===== src/rtl/uart_loader_ctrl_pkg.sv =====
// rtl/uart_loader_ctrl_pkg.sv - shared types and constants for the UART boot loader
package uart_loader_ctrl_pkg;

  localparam int WORD_WIDTH = 16;
  localparam logic [7:0] SYNC_BYTE = 8'hA5;

  typedef enum logic [3:0] {
    IDLE,
    LEN_LO,
    LEN_HI,
    DAT_LO,
    DAT_HI,
    CS_LO,
    CS_HI,
    DONE,
    ERROR
  } state_t;

endpackage


===== src/rtl/uart_loader_ctrl_if.sv =====
// rtl/uart_loader_ctrl_if.sv - received byte stream and memory write port bundle
interface uart_loader_ctrl_if;
  import uart_loader_ctrl_pkg::*;

  logic                  byte_valid;
  logic [7:0]            byte_data;
  logic                  mem_sel;
  logic                  mem_we;
  logic [WORD_WIDTH-1:0] mem_addr;
  logic [WORD_WIDTH-1:0] mem_wdata;

  // Loader side: consumes UART bytes, drives the memory write port.
  modport master (
    input  byte_valid, byte_data,
    output mem_sel, mem_we, mem_addr, mem_wdata
  );

  // Environment side: UART receiver and memory.
  modport slave (
    output byte_valid, byte_data,
    input  mem_sel, mem_we, mem_addr, mem_wdata
  );

endinterface


===== src/rtl/uart_loader_ctrl_idle_timer.sv =====
// rtl/uart_loader_ctrl_idle_timer.sv - inter-byte idle counter with clear, enable and expiry
module idle_timer #(
  parameter int unsigned LIMIT = 100000
) (
  input  logic clk,
  input  logic rst,
  input  logic clr,
  input  logic en,
  output logic expire
);

  localparam int W = (LIMIT > 1) ? $clog2(LIMIT) : 1;
  localparam logic [W-1:0] LAST = W'(LIMIT - 1);

  logic [W-1:0] cnt_q, cnt_d;

  assign expire = en && (cnt_q == LAST);

  // Clear has priority; otherwise count while enabled and saturate at the expiry value.
  always_comb begin
    cnt_d = cnt_q;
    if (clr) begin
      cnt_d = '0;
    end else if (en && (cnt_q != LAST)) begin
      cnt_d = cnt_q + 1'b1;
    end
  end

  // Counter register.
  always_ff @(posedge clk or negedge rst) begin
    if (!rst) cnt_q <= '0;
    else      cnt_q <= cnt_d;
  end

endmodule


===== src/rtl/uart_loader_ctrl.sv =====
// rtl/uart_loader_ctrl.sv - UART frame loader writing a boot image into memory
module uart_loader_ctrl
  import uart_loader_ctrl_pkg::*;
#(
  parameter logic [WORD_WIDTH-1:0] BASE_ADDR      = 16'h0000,
  parameter logic [WORD_WIDTH-1:0] MAX_WORDS      = 16'd1024,
  parameter int unsigned           TIMEOUT_CYCLES = 100000
) (
  input  logic                   clk,
  input  logic                   rst,
  uart_loader_ctrl_if.master     bus,
  input  logic                   rearm,
  output logic                   cpu_rst_n,
  output logic                   busy,
  output logic                   load_done,
  output logic                   error,
  output logic [WORD_WIDTH-1:0]  word_count
);

  state_t                state_q, state_d;
  logic [7:0]            lo_q, lo_d;
  logic [WORD_WIDTH-1:0] len_q, len_d;
  logic [WORD_WIDTH-1:0] csum_q, csum_d;
  logic [WORD_WIDTH-1:0] word_count_q, word_count_d;
  logic                  mem_we_q, mem_we_d;
  logic [WORD_WIDTH-1:0] mem_addr_q, mem_addr_d;
  logic [WORD_WIDTH-1:0] mem_wdata_q, mem_wdata_d;
  logic                  cpu_rst_n_q, cpu_rst_n_d;
  logic                  load_done_q, load_done_d;
  logic                  error_q, error_d;

  logic                  bv;
  logic [WORD_WIDTH-1:0] word_in;
  logic                  tmr_expire;

  assign bv      = bus.byte_valid;
  assign word_in = {bus.byte_data, lo_q};
  assign busy    = (state_q != IDLE) && (state_q != DONE) && (state_q != ERROR);

  // The idle counter only matters mid-frame; any byte restarts the window.
  idle_timer #(.LIMIT(TIMEOUT_CYCLES)) u_idle_timer (
    .clk    (clk),
    .rst    (rst),
    .clr    (bv || !busy),
    .en     (busy),
    .expire (tmr_expire)
  );

  // Frame parser: next state, word assembly, checksum and memory write request.
  always_comb begin
    state_d      = state_q;
    lo_d         = lo_q;
    len_d        = len_q;
    csum_d       = csum_q;
    word_count_d = word_count_q;
    mem_we_d     = 1'b0;
    mem_addr_d   = mem_addr_q;
    mem_wdata_d  = mem_wdata_q;
    cpu_rst_n_d  = cpu_rst_n_q;
    load_done_d  = load_done_q;
    error_d      = error_q;

    case (state_q)
      IDLE: begin
        if (bv && (bus.byte_data == SYNC_BYTE)) begin
          state_d      = LEN_LO;
          csum_d       = '0;
          word_count_d = '0;
        end
      end
      LEN_LO: if (bv) begin lo_d = bus.byte_data; state_d = LEN_HI; end
      DAT_LO: if (bv) begin lo_d = bus.byte_data; state_d = DAT_HI; end
      CS_LO:  if (bv) begin lo_d = bus.byte_data; state_d = CS_HI;  end
      LEN_HI: begin
        if (bv) begin
          len_d = word_in;
          if (word_in == '0) begin
            state_d = CS_LO;
          end else if (word_in > MAX_WORDS) begin
            state_d = ERROR;
            error_d = 1'b1;
          end else begin
            state_d = DAT_LO;
          end
        end
      end
      DAT_HI: begin
        if (bv) begin
          mem_we_d     = 1'b1;
          mem_addr_d   = BASE_ADDR + word_count_q;
          mem_wdata_d  = word_in;
          word_count_d = word_count_q + 1'b1;
          csum_d       = csum_q + word_in;
          state_d      = ((word_count_q + 1'b1) == len_q) ? CS_LO : DAT_LO;
        end
      end
      CS_HI: begin
        if (bv) begin
          if (word_in == csum_q) begin
            state_d     = DONE;
            load_done_d = 1'b1;
            cpu_rst_n_d = 1'b1;
          end else begin
            state_d = ERROR;
            error_d = 1'b1;
          end
        end
      end
      DONE, ERROR: begin
        if (rearm) begin
          state_d      = IDLE;
          word_count_d = '0;
          load_done_d  = 1'b0;
          error_d      = 1'b0;
          cpu_rst_n_d  = 1'b0;
        end
      end
      default: state_d = IDLE;
    endcase

    // A byte on the expiry cycle wins, so only a silent expiry aborts the frame.
    if (tmr_expire && !bv) begin
      state_d = ERROR;
      error_d = 1'b1;
    end
  end

  // State and datapath registers; reset drops any partially received word.
  always_ff @(posedge clk or negedge rst) begin
    if (!rst) begin
      state_q      <= IDLE;
      lo_q         <= '0;
      len_q        <= '0;
      csum_q       <= '0;
      word_count_q <= '0;
      mem_we_q     <= 1'b0;
      mem_addr_q   <= '0;
      mem_wdata_q  <= '0;
      cpu_rst_n_q  <= 1'b0;
      load_done_q  <= 1'b0;
      error_q      <= 1'b0;
    end else begin
      state_q      <= state_d;
      lo_q         <= lo_d;
      len_q        <= len_d;
      csum_q       <= csum_d;
      word_count_q <= word_count_d;
      mem_we_q     <= mem_we_d;
      mem_addr_q   <= mem_addr_d;
      mem_wdata_q  <= mem_wdata_d;
      cpu_rst_n_q  <= cpu_rst_n_d;
      load_done_q  <= load_done_d;
      error_q      <= error_d;
    end
  end

  assign bus.mem_sel   = ~load_done_q;
  assign bus.mem_we    = mem_we_q;
  assign bus.mem_addr  = mem_addr_q;
  assign bus.mem_wdata = mem_wdata_q;
  assign cpu_rst_n     = cpu_rst_n_q;
  assign load_done     = load_done_q;
  assign error         = error_q;
  assign word_count    = word_count_q;

endmodule


===== src/flat_wrapper.sv =====
// flat-port wrapper written by rule: the top's interface ports become plain ports
module uart_loader_ctrl_flat import uart_loader_ctrl_pkg::*;
#(
  parameter logic [WORD_WIDTH-1:0] BASE_ADDR      = 16'h0000,
  parameter logic [WORD_WIDTH-1:0] MAX_WORDS      = 16'd1024,
  parameter int unsigned           TIMEOUT_CYCLES = 100000
)
  (clk, rst, rearm, cpu_rst_n, busy, load_done, error, word_count, bus_byte_valid, bus_byte_data, bus_mem_sel, bus_mem_we, bus_mem_addr, bus_mem_wdata);
  uart_loader_ctrl_if bus_i ();
  input  logic clk;
  input  logic rst;
  input  logic rearm;
  output logic cpu_rst_n;
  output logic busy;
  output logic load_done;
  output logic error;
  output logic [WORD_WIDTH-1:0] word_count;
  input wire logic [$bits(bus_i.byte_valid)-1:0] bus_byte_valid;
  input wire logic [$bits(bus_i.byte_data)-1:0] bus_byte_data;
  output wire logic [$bits(bus_i.mem_sel)-1:0] bus_mem_sel;
  output wire logic [$bits(bus_i.mem_we)-1:0] bus_mem_we;
  output wire logic [$bits(bus_i.mem_addr)-1:0] bus_mem_addr;
  output wire logic [$bits(bus_i.mem_wdata)-1:0] bus_mem_wdata;
  assign bus_i.byte_valid = bus_byte_valid;
  assign bus_i.byte_data = bus_byte_data;
  assign bus_mem_sel = bus_i.mem_sel;
  assign bus_mem_we = bus_i.mem_we;
  assign bus_mem_addr = bus_i.mem_addr;
  assign bus_mem_wdata = bus_i.mem_wdata;
  uart_loader_ctrl #(.BASE_ADDR(BASE_ADDR), .MAX_WORDS(MAX_WORDS), .TIMEOUT_CYCLES(TIMEOUT_CYCLES)) u_core (.clk(clk), .rst(rst), .bus(bus_i), .rearm(rearm), .cpu_rst_n(cpu_rst_n), .busy(busy), .load_done(load_done), .error(error), .word_count(word_count));
endmodule

===== config.mk =====
export PLATFORM = sky130hd
export DESIGN_NAME = uart_loader_ctrl_flat
export DESIGN_NICKNAME = d
export VERILOG_FILES = /design/src/rtl/uart_loader_ctrl_pkg.sv /design/src/rtl/uart_loader_ctrl_if.sv /design/src/rtl/uart_loader_ctrl_idle_timer.sv /design/src/rtl/uart_loader_ctrl.sv /design/src/flat_wrapper.sv
export SDC_FILE = /design/constraint.sdc
export NUM_CORES = 1
export LEC_CHECK = 0
export ABC_AREA = 1
export CAP_MARGIN = 5
export CORE_ASPECT_RATIO = 0.6
export CORE_MARGIN = 1.5
export CORE_UTILIZATION = 61
export DETAILED_ROUTE_END_ITERATION = 6
export PLACE_DENSITY = 0.85
export SYNTH_ARGS = -nofsm -noshare
export SYNTH_HDL_FRONTEND = slang
export SYNTH_HIERARCHICAL = 1
export SYNTH_SLANG_ARGS = --single-unit

===== constraint.sdc =====
create_clock -name clk -period 5.1 [get_ports clk]
set_clock_uncertainty 0.15 [all_clocks]
set_input_delay 0.51 -clock clk [delete_from_list [all_inputs] [get_ports clk]]
set_output_delay 0.51 -clock clk [all_outputs]
set_load 0.005 [all_outputs]

==> metrics.cfg <==
[run_status]
status = finished clean

[layout]
nNetsFinal = 959
final_layout_size_suffix_gt1_share_pct = 6.10
num_antenna_cells = 0
final_common_cell = nand2_1
n_fill_cell = 777
layout_common_cells = 260 x nand2_1, 112 x dfrtp_1, 92 x inv_1
area.growth.synth_to_final_pct = 15.9

[clock_tree]
clk_path_buf_depth = 2
post_cts_buffers = 0
htreeDepth = 3
ctsHoldBuffers = 0
cts_root_buffer = clkbuf_16
cts_resized = 0
path_clk_slew_ns = 0.07
clock_sinks = 112
cts_tree = done
clkLatencyLatePin_ns = 0.35
numCtsBuffers = 9

[worst_setup_path]
cp-start-kind = flip-flop
cp_max_fo = 5
ff2ff_path_depth = 8
critPathCaptureType = flip-flop
cp_data_required_time_ns = 5.19
cp_slowest_cell = nor4_1
critPathArrivalTime_ns = 3.12
crit_type = flip-flop to flip-flop
cpLargestDelayFamily = simple AND/OR/NAND/NOR gates
path_depth = 8
path_cells = ha_1, or2_2, nor4_1, nand4_1, nand3_1, nor2_1, o21ai_0, nand2_1
rrSetupSlack_ns = 2.07
critPathBufInv = 0
cp_slowest_stage_delay_ns = 0.80

[synthesis]
synth_compound_area_share_pct = 12.0
synth-xor-area-share_pct = 2.24
syn_area_per_cell_um2 = 7.41
synth_seq_cells = 112
synthSimpleGateAreaFrac_pct = 31.5
ys_warn_count = 6
seq_area_frac_synth_pct = 43.3
muxShareOfSynthArea_pct = 0
syn_inst = 873
synth_fa_ha_area_share_pct = 3.60
async_flop_share_pct = 100
syn-cell-area_um2 = 6470
synthDistinctLibCells = 46
synth_nets = 903
synth_flop_cell = dfrtp_1
synth_edf_count = 0
synth_top_family_by_area = simple AND/OR/NAND/NOR gates

[sta]
setup_tns_ns = 0
timing_worst_slew_pin_value_ns = 0.971
fin_ws_ns = 2.07
maxSlewHeadroom_pct = 34.7
setup_viol = 0
max_freq_mhz = 330
period_share_pct = 59.5
timing_max_transition_violations_final = 0
rsz0062_at_grt = false
period_minus_slack_ns = 3.03
hold_viol = 0

[die]
die_h_um = 82.8
initial_core_util_pct = 64.1
io_pins = 66
dieArea_um2 = 11300
fp.coreArea_um2 = 10100
fp.dieW_um = 136
num_rows = 28

[detailed_routing]
num_vias = 6291
wl_per_cell_um = 16.4
first_iter_violations = 700
postRouteAntennaNets = 0
drc = 0
first_pass_iters = 6
viasPerCell = 5.88
wirelength_um = 17500

[worst_hold_path]
hold_class = input pin to async pin

[power_and_ir_drop]
leakage_nw = 3.58
power.density_nw_per_um2 = 443
ir_worst_vdd_mv = 0.282

[placement]
hpwl_um = 12900
place_ws_ns = 2.13
place_congestion = 0.937
io_buffers = 65

[grt]
grt_pass1_vias = 5748
grt_pass1_wl_um = 27900
antenna_found_initial = 0
track_usage_pct = 32.4
grt-ovfl-total = 0
grt_max_degree = 62

[run]
max_cap_viol_count = 0

cells by family (layout without fill, tap and decap cells):
logic type	Yosys count	after routing
AOI/OAI and AO/OA	141	141
xor gates and xnor gates	15	15
adders and majority gates	18	18
buffers and inverters	120	181
DFF	112	112
and+or+nand+nor	467	467
metal layers:
| metal | part of all wire (%) | GRT usage, % | vias up |
|---|---|---|---|
| met1 | 46 | 46.1 | 2930 |
| met2 | 43 | 50.4 | 353 |
| met3 | 9.5 | 6.19 | 51 |
| met4 | 1.8 | 11.2 | 0 |
| li1 | - | - | 2957 |
| met5 | 0 | 0 | - |
per-stage QoR:
stage               utilization [%]  instances  total power [mW]  hold WS (ns)  cell area (µm²)
finish                         74.3       1069              3.32        0.0941             7500
global route                   74.3       1069              3.54         0.163             7500
CTS                            74.3       1069              3.30         0.116             7500
detailed placement             71.3       1053              2.59         0.320             7200
global placement               71.3       1053              2.53         0.315             7200
floorplan                         -        873              2.13        0.0644             6470
flip-flops by register name (all words and copies together) (netlist names):
signal	cells
u_core/lo_q	8
u_core/state_q	4
u_core/len_q	16
u_core/error	1
u_core/csum_q	16
u_core/word_count	16
u_core/bus.mem_we	1
u_core/bus.mem_wdata	16
u_core/bus.mem_addr	16
u_core/load_done	1
u_core/u_idle_timer/cnt_q	17
layout make-up:
class	instances	area (µm²)	area share, %
well taps	135	169	2.25
flip-flops and latches	112	2800	37.4
clock buffers	10	239	3.19
clock inverters	6	58.8	0.785
repair buffers	67	663	8.85
multi-input cells	641	3200	42.6
inverters	98	368	4.91
worst paths after layout:
check	start	endpoint
min	rst	u_core/u_idle_timer/cnt_q[16]$_DFFE_PN0P_
max reg2reg	u_core/lo_q[3]$_DFFE_PN0P_	u_core/error$_DFFE_PN0P_
min reg2reg	u_core/bus.mem_wdata[0]$_DFFE_PN0P_	u_core/bus.mem_wdata[0]$_DFFE_PN0P_
min in group clk	u_core/bus.mem_wdata[0]$_DFFE_PN0P_	u_core/bus.mem_wdata[0]$_DFFE_PN0P_
max	u_core/lo_q[3]$_DFFE_PN0P_	u_core/error$_DFFE_PN0P_
max in group asynchronous	rst	u_core/word_count[1]$_DFFE_PN0P_
cell usage after synthesis (2+ instances only):
master      n  area [µm²]
nor2_4      2        22.5
a21oi_2     2        17.5
nor2_2     14        87.6
nor2_1     70         263
nand3_1    78         390
clkinv_1    2        7.51
nand2_1   261         980
a21oi_1    28         140
buf_4       2        15.0
nand3_2     2        20.0
ha_1       17         213
xnor2_1     4        35.0
o21ai_1     2        10.0
o21ai_0    84         420
nand4_1    12        75.1
inv_2       4        15.0
o22ai_1     9        56.3
nand2_2     5        31.3
buf_1       3        11.3
or2_2       2        12.5
clkbuf_1    9        33.8
nor3_4      2        32.5
xor2_1     10        87.6
a22o_1      2        17.5
nor4_1      4        25.0
buf_2       7        35.0
a31oi_1     2        12.5
o21ai_2     2        17.5
o21bai_1    3        22.5
nand3b_1    5        37.5
inv_1      92         345
dfrtp_1   112        2800
nor3_1      7        35.0
report_power, final:
part	internal (mW)	switching (mW)	total (mW)
sequential	1.10	0.185	1.29
combinational	0.507	0.822	1.33
clock	0.357	0.343	0.699
total	1.97	1.35	3.32
(Power assumes the default switching activity.)
